File: src/rtl/jam_gen.sv
// Exhaustive N x N job-assignment solver: walks all permutations in lexicographic
// order, prunes partial sums that already exceed the best total, and reports the optimum.
module jam_gen #(
  parameter int N      = 8,
  parameter int IDX_W  = 3,
  parameter int COST_W = 7,
  parameter int SUM_W  = 10,
  parameter int CNT_W  = 16
) (
  input  logic                 CLK,
  input  logic                 RST,
  input  logic                 Start,
  output logic [IDX_W-1:0]     W,
  output logic [IDX_W-1:0]     J,
  input  logic [COST_W-1:0]    Cost,
  output logic                 Busy,
  output logic                 Valid,
  output logic [SUM_W-1:0]     MinCost,
  output logic [CNT_W-1:0]     MatchCount,
  output logic [N*IDX_W-1:0]   BestPerm
);

  typedef enum logic [2:0] {
    S_IDLE, S_BEGIN, S_CALC, S_FIND_I, S_FIND_J, S_SWAP, S_REVERSE, S_DONE
  } state_t;

  typedef logic [N-1:0][IDX_W-1:0] perm_t;

  localparam logic [IDX_W-1:0] LAST_IDX = IDX_W'(N - 1);
  localparam logic [IDX_W-1:0] PIVOT0   = IDX_W'(N - 2);

  function automatic perm_t identity_perm();
    perm_t p;
    for (int w = 0; w < N; w++) p[w] = IDX_W'(w);
    return p;
  endfunction

  state_t            state_r, state_s;
  logic [IDX_W-1:0]  i_r, i_s, j_r, j_s, k_r, k_s, lo_r, lo_s, hi_r, hi_s;
  logic [SUM_W-1:0]  sum_r, sum_s, min_r, min_s, calc_s;
  logic [CNT_W-1:0]  cnt_r, cnt_s;
  perm_t             perm_r, perm_s, best_r, best_s;
  logic              busy_r, busy_s, valid_r, valid_s;

  assign calc_s     = sum_r + SUM_W'(Cost);
  assign W          = i_r;
  assign J          = perm_r[i_r];
  assign Busy       = busy_r;
  assign Valid      = valid_r;
  assign MinCost    = min_r;
  assign MatchCount = cnt_r;
  assign BestPerm   = best_r;

  // State and datapath register bank
  always_ff @(posedge CLK or negedge RST) begin
    if (!RST) begin
      state_r <= S_IDLE;
      i_r     <= '0;
      j_r     <= '0;
      k_r     <= '0;
      lo_r    <= '0;
      hi_r    <= '0;
      sum_r   <= '0;
      min_r   <= '1;
      cnt_r   <= '0;
      perm_r  <= identity_perm();
      best_r  <= identity_perm();
      busy_r  <= 1'b0;
      valid_r <= 1'b0;
    end else begin
      state_r <= state_s;
      i_r     <= i_s;
      j_r     <= j_s;
      k_r     <= k_s;
      lo_r    <= lo_s;
      hi_r    <= hi_s;
      sum_r   <= sum_s;
      min_r   <= min_s;
      cnt_r   <= cnt_s;
      perm_r  <= perm_s;
      best_r  <= best_s;
      busy_r  <= busy_s;
      valid_r <= valid_s;
    end
  end

  // Next-state, permutation stepping and result update
  always_comb begin
    state_s = state_r;
    i_s     = i_r;
    j_s     = j_r;
    k_s     = k_r;
    lo_s    = lo_r;
    hi_s    = hi_r;
    sum_s   = sum_r;
    min_s   = min_r;
    cnt_s   = cnt_r;
    perm_s  = perm_r;
    best_s  = best_r;
    busy_s  = busy_r;
    valid_s = 1'b0;
    case (state_r)
      S_IDLE, S_DONE: begin
        if (Start) begin
          perm_s  = identity_perm();
          best_s  = identity_perm();
          min_s   = '1;
          cnt_s   = '0;
          busy_s  = 1'b1;
          state_s = S_BEGIN;
        end else begin
          state_s = S_IDLE;
        end
      end
      S_BEGIN: begin
        i_s     = '0;
        sum_s   = '0;
        state_s = S_CALC;
      end
      S_CALC: begin
        // Only a complete, unpruned permutation can touch the results
        if (i_r == LAST_IDX && calc_s < min_r) begin
          min_s  = calc_s;
          cnt_s  = CNT_W'(1);
          best_s = perm_r;
        end else if (i_r == LAST_IDX && calc_s == min_r) begin
          cnt_s = cnt_r + CNT_W'(1);
        end else begin
          cnt_s = cnt_r;
        end
        if (calc_s > min_r || i_r == LAST_IDX) begin
          i_s     = PIVOT0;
          state_s = S_FIND_I;
        end else begin
          i_s   = i_r + IDX_W'(1);
          sum_s = calc_s;
        end
      end
      S_FIND_I: begin
        if (perm_r[i_r + IDX_W'(1)] > perm_r[i_r]) begin
          j_s     = i_r + IDX_W'(1);
          k_s     = i_r + IDX_W'(1);
          state_s = S_FIND_J;
        end else if (i_r == '0) begin
          busy_s  = 1'b0;
          valid_s = 1'b1;
          state_s = S_DONE;
        end else begin
          i_s = i_r - IDX_W'(1);
        end
      end
      S_FIND_J: begin
        // k tracks the smallest suffix element still larger than the pivot
        if (perm_r[j_r] > perm_r[i_r] && perm_r[j_r] < perm_r[k_r]) begin
          k_s = j_r;
        end else begin
          k_s = k_r;
        end
        if (j_r == LAST_IDX) begin
          state_s = S_SWAP;
        end else begin
          j_s = j_r + IDX_W'(1);
        end
      end
      S_SWAP: begin
        perm_s[i_r] = perm_r[k_r];
        perm_s[k_r] = perm_r[i_r];
        lo_s        = i_r + IDX_W'(1);
        hi_s        = LAST_IDX;
        state_s     = S_REVERSE;
      end
      S_REVERSE: begin
        if (lo_r < hi_r) begin
          perm_s[lo_r] = perm_r[hi_r];
          perm_s[hi_r] = perm_r[lo_r];
          lo_s         = lo_r + IDX_W'(1);
          hi_s         = hi_r - IDX_W'(1);
        end else begin
          state_s = S_BEGIN;
        end
      end
      default: begin
        busy_s  = 1'b0;
        state_s = S_IDLE;
      end
    endcase
  end

endmodule

File: config.mk
export PLATFORM = sky130hd
export DESIGN_NAME = jam_gen
export DESIGN_NICKNAME = d
export VERILOG_FILES = /design/src/rtl/jam_gen.sv
export SDC_FILE = /design/constraint.sdc
export NUM_CORES = 1
export LEC_CHECK = 0
export ABC_CLOCK_PERIOD_IN_PS = 4800
export BUFFER_PORTS_ARGS = -buffer_cell sky130_fd_sc_hd__buf_4
export CORE_AREA = 3 3 160 131
export CTS_CLUSTER_SIZE = 24
export DETAILED_ROUTE_END_ITERATION = 10
export DIE_AREA = 0 0 163 134
export PLACE_DENSITY = 0.73
export SLEW_MARGIN = 15
export SYNTH_ARGS = -nofsm -noshare
export SYNTH_HDL_FRONTEND = slang
export SYNTH_SLANG_ARGS = --single-unit
File: constraint.sdc
create_clock -name CLK -period 4.8 [get_ports CLK]
set_input_delay 0.96 -clock CLK [delete_from_list [all_inputs] [get_ports CLK]]
set_output_delay 0.96 -clock CLK [all_outputs]
set_load 0.02 [all_outputs]
; Yosys cells after proc, flatten, opt, wreduce, memory -nomap -nowiden
; Cells that the tools add are included.
; Widths: inputs -> output; s select.
[op_classes]
eq_ne = 25
mux = 65
reduce_logical = 28
n_lt_le_gt_ge = 16
n_addsub = 7
[op_table]
columns = cell, n
row1 = $bwmux 24, 4
row2 = $mux 24, 3
row3 = $pmux 24 s3, 1
row4 = $mux 3, 23
row5 = $bmux 3 s3, 6
row6 = $mux 16, 3
row7 = $pmux 24 s2, 1
row8 = $pmux 10 s2, 2
row9 = $demux 3 s3, 4
row10 = $pmux 16 s2, 1
row11 = $mux 10, 3
row12 = $ne 2x2->1 const B, 13
row13 = $lt 3x4->1 const B, 6
row14 = $pmux 3 s2, 4
row15 = $pmux 3 s7, 1
row16 = $eq 3x3->1 const B, 6
row17 = $reduce_and 3->1, 6
row18 = $add 16x1->16 const B, 1
row19 = $ge 3x1->1 const B, 4
row20 = $add 10x7->10, 1
row21 = $eq 10x10->1, 1
row22 = $gt 10x10->1, 1
row23 = $lt 10x10->1, 1
row24 = $reduce_bool 2->1, 5
row25 = other kinds (17), 40
[word_totals]
regBits = 104
word_cells = 168

; Logic depth before layout (Yosys ltp)
; Gate-level depths: netlist (run 1).
[depth]
word_depth = 8
mapped_depth = 16
ltp_nobuf = 16

; Least setup slack after synthesis (run 1)
; OpenSTA, ideal clock, no wires.
[synth_timing]
path_type = input to register
start = input Cost[0]
end = register cnt_r[1], in the netlist MatchCount[1]
setup_ns = 0.125
path_buffers = 0
path_slack_ns = 0.712
required_ns = 4.675
cell_stages = 15
arrival_time_ns = 3.963
path_cell_list = ha_1 -> inv_1 -> fa_1 -> nor2b_1 -> o21a_1 -> o21a_1 -> o211a_1 -> nor3_1 -> inv_1 -> ha_1 -> nand3_1 -> or3_1 -> o21ai_2 -> o21bai_1 -> mux2_2
[synth_between]
elab_chain_len = 5
[synth_rtl]
columns = item, line_no
row1 = start: declaration, 15  ; input logic [COST_W-1:0] Cost,
row2 = $add 10x7->10 *, 45  ; assign calc_s = sum_r + SUM_W'(Cost);
row3 = $lt 10x10->1 / $eq 10x10->1 (equally long branches), "122, 126"
row4 = "$logic_and 1x1->1, on equally long branches", "122, 126"
row5 = $ne 3x3->1 (no line) / $mux 16 (equally long branches), -
row6 = $reduce_and 3->1 (no line) / $pmux 16 s2 (equally long branches), -
row7 = end signal: assignment, 79  ; cnt_r <= cnt_s;
row8 = end: declaration, 41  ; logic [CNT_W-1:0] cnt_r, cnt_s;
; Every way passes the cells marked *; elsewhere a longest branch is shown, timed or not.
; A chain may end at the register's enable or synchronous reset.

; Final worst setup path (run 1)
[layout_timing]
start = input Cost[0]
end = register sum_r[5]
[layout_between]
elab_chain_len = 5
[layout_rtl]
columns = item, line_no
row1 = $add 10x7->10 *, 45
row2 = $gt 10x10->1, 131  ; if (calc_s > min_r || i_r == LAST_IDX) begin
row3 = $logic_or 1x1->1, 131
row4 = $ne 2x2->1 (no line), -
row5 = $reduce_and 2->1 (no line), -
row6 = end signal: assignment, 77  ; sum_r <= sum_s;
row7 = end: declaration, 40  ; logic [SUM_W-1:0] sum_r, sum_s, min_r, min_s, calc_s;
; Every way passes the cells marked *; elsewhere a longest branch is shown, timed or not. The select of a mux whose other input is x is not followed.

==> impl_results.md, run 1 <==
* Sw Ratio at 53.05%
* Final worst slack at 0.5483 ns
* Gate Count Post-Synth at 1017
* HPWL after DPL at 20070 µm
* Area Growth Syn to Fin at 10.98%
* Core ar. at 0.01957 mm²
* Die H at 134 µm
* Detailed-route via count at 8436
* RSZ-0062 raised after global routing: no
* Fmax at 235.2 MHz
* Worst r2r src: sum_r[0]
* Hold-fix buffers, CTS at 0
* Synth top area cells: dfrtp_1 (20%), dfstp_2 (10%), ha_1 (5.2%)
* Register area share after synthesis at 30.34%
* Worst r2r dst: sum_r[5]
* Area leader, netlist: dfrtp_1
* CP startpoint: Cost[0]
* Worst-margin pin slew at 0.9544 ns
* Peak VDD IR at 0.5053 mV
* Final period util at 88.58%
* Avg Cell Area, Syn at 8.571 µm²
* TNS Setup at 0 ns
* Die ar. at 0.02184 mm²
* Ports at 68
* Fin Hold WS at 0.5250 ns
* Leakage power at 4.088 nW
* RD Place Congestion at 1.005
* GR Overflow Total at 0
* Critical path's slowest cell: nor3_2
* Seq pwr share at 26.0%
* Post_cts resized at 0
* DRT Pass-1 Iters at 6
* CTS tree: done
* Vias/cell at 6.430
* Crit-path leading delay family: simple AND/OR/NAND/NOR gates
* Pwr dens at 777.5 mW/mm²
* Die W at 163 µm
* Max incr delay on CP at 0.60 ns
* Crit Path Category: input port to register
* Crit-path cells: buf_4 > ha_1 > inv_1 > fa_1 > nor2b_1 > o21a_1 > o21a_1 > o211a_1 > nor3_1 > inv_1 > ha_1 > nand3_1 > nor3_1 > o21bai_1 > nor3_2 > mux2i_1
* Clock buffer depth at 2
* Async set-reset flop share out of synthesis at 100.0%
* Commonest non-fill, non-tap cell in the layout: nor2_1
* R2R setup slack at 0.82 ns
* Clock-pin slew on the worst setup and hold paths at 0.08 ns
* Setup bufs post-CTS at 0
* CTS root buffer: clkbuf_16
* Synthesized area at 0.008717 mm²
* Crit path DAT at 4.54 ns
* Post-synth top flop: dfrtp_1
* Fillcell total at 1856
* Int Pwr at 3.531 mW
* ANT nets after route at 0
* Final critical-path required period at 4.252 ns
* Yosys top cell area share at 20.09%
* Antenna violations before repair at 0
* HP Class: register to register
* Largest net degree at the start of global routing at 44
* Final instance area at 0.009674 mm²
* Syn Nets at 1064
* CTS Buf Count at 9
* Max Cap Violations at 0
* Drc violations at 0
* Placed insts at 1296
* Yosys cell types at 88
* Nets@finish at 1090
* H-tree depth at 3
* CP endpoint kind: register
* Slew Viols, Final at 0
* Yosys warns at 0
* Register bit total from synthesis at 104
* P_sw at 3.990 mW
* Reg2Reg Depth at 15
* Initial core utilization at 44.55%
* Area after DPL at 0.009358 mm²
* Clock Sinks at 104
* Ratio of cells with drive above 1 in the final layout at 20.42%
* CP Launch Type: input port
* Hold path depth at 2
* Outcome: complete, no violations
* Clock power share at 10.5%
* Rows at 46
* Gate power share at 63.5%
* Total Routing Usage GR at 25.92%
* Critical Path Fanout Max at 7
* Wire per inst at 21.70 µm
* Worst hold start: MinCost[3]
* First-pass GRT wire length at 44570 µm
* Hold Path End: MinCost[3]
* WL final at 28470 µm
* EDFF count, synth at 0
* Slew HR at 36.25%
* Antenna diodes at 0
* Buf/Inv on CP at 3
* Worst-skew pair later-pin latency at 0.37 ns
* Worst clock skew at 0.01203 ns
* Worst Path Required at 5.09 ns
* Setup Viol. Count Final at 0
* 1st-iter DRT viols at 1081
* Commonest cells after routing, fill and taps aside: nor2_1 (95), buf_4 (94), o21ai_0 (79)
* Number of global-route vias before repair at 7916
* Final Hold Fails at 0
* Place WS at 0.2257 ns
* Non-Filler Instances at 1312
* Number of buffers added on ports at 67
worst max-delay path by stage:
stage / to / slack [ns] / cells past startpoint
finish: sum_r[5] / 0.55 / 16
global route: sum_r[5] / 0.22 / 16
CTS: sum_r[3] / 0.56 / 16
detailed placement: sum_r[3] / 0.23 / 16
global placement: sum_r[3] / 0.34 / 16
floorplan: MatchCount[1] / 0.71 / 15
power by group through the flow:
stage                     Clock, mW  Combinational [mW]  Sequential [mW]
after global routing          0.826                5.21             1.98
after detailed placement          0                4.65             1.93
after global placement            0                4.57             1.92
after floorplan                   0                3.53             1.61
after CTS                     0.796                4.68             1.92
final                         0.787                4.78             1.96
metrics by stage:
step                utilization [%]  power (mW)
finish                        49.44       7.521
global route                  49.44       8.018
CTS                           49.44       7.388
detailed placement            47.82       6.583
global placement              47.82       6.491
floorplan                         -       5.147
area by class of cell:
| cell class | instances | area, µm² | area share, % |
|---|---|---|---|
| clock inverter | 7 | 91.34 | 0.9441 |
| clock buffer | 9 | 225.2 | 2.328 |
| multi-input combinational | 773 | 5448 | 56.31 |
| tap | 264 | 330.3 | 3.414 |
| timing repair buffer | 94 | 705.7 | 7.294 |
| inverter | 61 | 229.0 | 2.367 |
| sequential | 104 | 2645 | 27.34 |
routing by layer:
layer | global-route usage [%] | up-vias | part of all wire [%]
li1 | - | 3839 | -
met1 | 37.18 | 3989 | 43
met2 | 37.58 | 513 | 42
met3 | 6.700 | 95 | 11
met4 | 9.770 | 0 | 4.0
met5 | 0 | - | 0
state kept, by name (all words and copies together), names as in the netlist:
name        cells
Busy            1
sum_r          10
W               3
state_r         3
lo_r            3
perm_r         24
MatchCount     16
MinCost        10
j_r             3
Valid           1
k_r             3
hi_r            3
BestPerm       24
worst register-to-register path: stages, from the launching register on:
cell and delay (ns):
dfrtp_1 0.42, ha_1 0.21, inv_1 0.07, fa_1 0.19, nor2b_1 0.05, o21a_1 0.19, o21a_1 0.20, o211a_1 0.20
nor3_1 0.32, inv_1 0.09, ha_1 0.29, nand3_1 0.15, nor3_1 0.41, o21bai_1 0.26, nor3_2 0.60, mux2i_1 0.26
cells by family after synthesis:
logic type	after synthesis	share of synthesized area (%)
and+or+nand+nor	334	19.25
AOI/OAI and AO/OA	326	25.75
buffers and inverters	140	7.162
DFF	104	30.34
muxes	64	10.89
adders and majority gates	37	5.397
xor gates and xnor gates	12	1.206
Yosys cell counts, types with 8 or more instances:
cell      instances
a221o_1           8
nor3_1           36
nor2_1           95
mux2_2           18
a21oi_1          51
buf_4             9
o211ai_1         24
buf_2            20
a32oi_1          11
a21o_1           14
nand2b_1         16
dfrtp_1          70
and3_1           14
o21ai_0          80
nand2_1          65
mux4_2           15
clkbuf_1         34
buf_1             9
or2_2             9
nand4_1           9
nor2b_1           9
o22ai_1          24
mux2i_1          23
nand3_1          29
a211oi_1         12
inv_1            59
ha_1             36
dfstp_2          34
a31oi_1          21
Power figures use the tool's default switching activity.
==> run 2: changes to the inputs <==
CORE_AREA = 3 3 151 123   (was 3 3 160 131)
DIE_AREA = 0 0 154 126   (was 0 0 163 134)
PLACE_DENSITY = 0.8   (was 0.73)
==> run 2 against run 1 <==
Compared with the run above:
- flip-flop and latch count is the same
- non-clock buffer count shrank 5
- worst setup slack gained 0.19 ns
- core utilization grew 6.1 points
- first-iteration DRC count grew 4.0%
- clock skew grew 0.0022 ns
- critical endpoint is now sum_r[1]
==> impl_results.md, run 2 (same netlist as run 1, synthesis figures left out) <==
* Clock-pin slew on the worst setup and hold paths at 0.08 ns (about the same)
* Gate power share at 62.9% (-0.6 points)
* WL final at 27560 µm (-3.2%)
* Fillcell total at 1542 (-17%)
* Worst clock skew at 0.01421 ns (+0.002172 ns)
* Detailed-route via count at 8655 (+2.6%)
* HP Class: input port to asynchronous set/reset pin
* RSZ-0062 raised after global routing: no
* Post_cts resized at 0 (unchanged)
* Setup Viol. Count Final at 0 (unchanged)
* Slew Viols, Final at 0 (unchanged)
* Seq pwr share at 26.5% (+0.5 points)
* Final instance area at 0.009583 mm² (-0.94%)
* Ratio of cells with drive above 1 in the final layout at 20.04% (-0.38 points)
* Post-layout util at 55.49% (+6.1 points)
* CP endpoint kind: register
* TNS Setup at 0 ns (unchanged)
* Antenna violations before repair at 1 (+1)
* HPWL after DPL at 19200 µm (-4.3%)
* Area Growth Syn to Fin at 9.933%
* Crit path DAT at 4.34 ns (-0.20 ns)
* Largest net degree at the start of global routing at 52 (+18%)
* Number of buffers added on ports at 67 (unchanged)
* Sequential cell area at 0.002645 mm² (unchanged)
* First-pass GRT wire length at 43810 µm (-1.7%)
* RD Place Congestion at 1.044 (+3.9%)
* Rows at 43 (-6.5%)
* Commonest non-fill, non-tap cell in the layout: nor2_1
* Core ar. at 0.01727 mm² (-12%)
* CTS Buf Count at 9 (unchanged)
* Peak VDD IR at 0.4549 mV (-10%)
* Slew HR at 39.45% (+3.2 points)
* Total power at 7.485 mW (-0.49%)
* Worst Path Required at 5.08 ns (about the same)
* GR Overflow Total at 0 (unchanged)
* Hold-fix buffers, CTS at 0 (unchanged)
* Drc violations at 0 (unchanged)
* Critical Path Fanout Max at 10 (+3)
* Clock Sinks at 104 (unchanged)
* Int Pwr at 3.549 mW (+0.50%)
* Final Hold Fails at 0 (unchanged)
* H-tree depth at 3 (unchanged)
* 1st-iter DRT viols at 1124 (+4.0%)
* Worst-margin pin slew at 0.9067 ns (-0.04779 ns)
* Die W at 154 µm (-5.5%)
* Clock power share at 10.6% (about the same)
* Sw Ratio at 52.59% (-0.46 points)
* Outcome: complete, no violations
* Nets@finish at 1085 (-0.46%)
* Number of global-route vias before repair at 8072 (+2.0%)
* Final critical-path required period at 4.059 ns (-0.1927 ns)
* Die ar. at 0.01940 mm² (-11%)
* Die H at 126 µm (-6.0%)
* Antenna diodes at 0 (unchanged)
* DRT Pass-1 Iters at 7 (+1)
* Setup bufs post-CTS at 0 (unchanged)
* CTS tree: done
* Total Routing Usage GR at 27.95% (+2.0 points)
* P_sw at 3.936 mW (-1.4%)
* Wire per inst at 21.73 µm (+0.16%)
* Fmax at 246.4 MHz (+4.7%)
* Pwr dens at 781.1 mW/mm² (+0.46%)
* Commonest cells after routing, fill and taps aside: nor2_1 (95), buf_4 (89), o21ai_0 (79)
* Area of the multi-input gates at 0.005448 mm² (unchanged)
* Ports at 68 (unchanged)
* Initial core utilization at 50.47% (+5.9 points)
* Final period util at 84.56% (-4.0 points)
* Max Cap Violations at 0 (unchanged)
* Clock buffer depth at 2 (unchanged)
* Crit Path Category: input port to register
* Leakage power at 4.064 nW (-0.58%)
* CP Launch Type: input port
* Vias/cell at 6.826 (+6.2%)
* Area after DPL at 0.009271 mm² (-0.92%)
* CTS root buffer: clkbuf_16
* Worst-skew pair later-pin latency at 0.37 ns (about the same)
* ANT nets after route at 0 (unchanged)
==> run 2: stage by stage <==
stage	std cells	hold WS, ns	setup slack (ns)
after CTS	1268	0.4863	0.7415
final	1268	0.4771	0.7410
after detailed placement	1252	0.5071	0.4074
after global routing	1268	0.4894	0.5114
after floorplan	1017	0.4914	0.7124
after global placement	1252	0.4848	0.4629
==> run 2: power by group through the flow <==
stage                     Combinational (mW)  Clock, mW  Sequential, mW
after CTS                               4.60      0.800            1.93
after detailed placement                4.57          0            1.94
after global routing                    5.11      0.826            2.01
after floorplan                         3.53          0            1.61
final                                   4.71      0.793            1.98
after global placement                  4.46          0            1.93
==> run 2: worst paths after layout <==
check	start	end	slack, ns	cells past startpoint
setup / recovery	Cost[0]	sum_r[1]	0.74	16
hold / removal	RST	sum_r[3]	0.48	1
setup reg to reg	W[0]	k_r[1]	0.81	11
hold reg to reg	MinCost[3]	MinCost[3]	0.52	2
max in group asynchronous	RST	perm_r[0]	3.40	2
min in group CLK	MinCost[3]	MinCost[3]	0.52	2
==> run 2: area by class of cell <==
class	instances	share of cell area [%]
multi-input cells	773	56.85
flip-flops and latches	104	27.60
repair buffers	89	6.972
well taps	225	2.938
inverters	61	2.389
clock buffers	9	2.350
clock inverters	7	0.9009
==> run 2: metal layers <==
| metal | global-route usage (%) | routed length [µm] |
|---|---|---|
| met4 | 10.85 | 1323 |
| met1 | 38.17 | 10970 |
| met2 | 40.97 | 11550 |
| met5 | 0 | 12 |
| met3 | 9.653 | 3693 |
==> run 2: worst max-delay path: stages <==
cell,delay [ns]
buf_4,0.11
ha_1,0.19
inv_1,0.07
fa_1,0.20
nor2b_1,0.06
o21a_1,0.18
o21a_1,0.20
o211a_1,0.20
nor3_1,0.29
inv_1,0.08
ha_1,0.31
nand3_1,0.17
nor3_1,0.38
o21bai_1,0.29
or4_1,0.53
o211ai_1,0.10
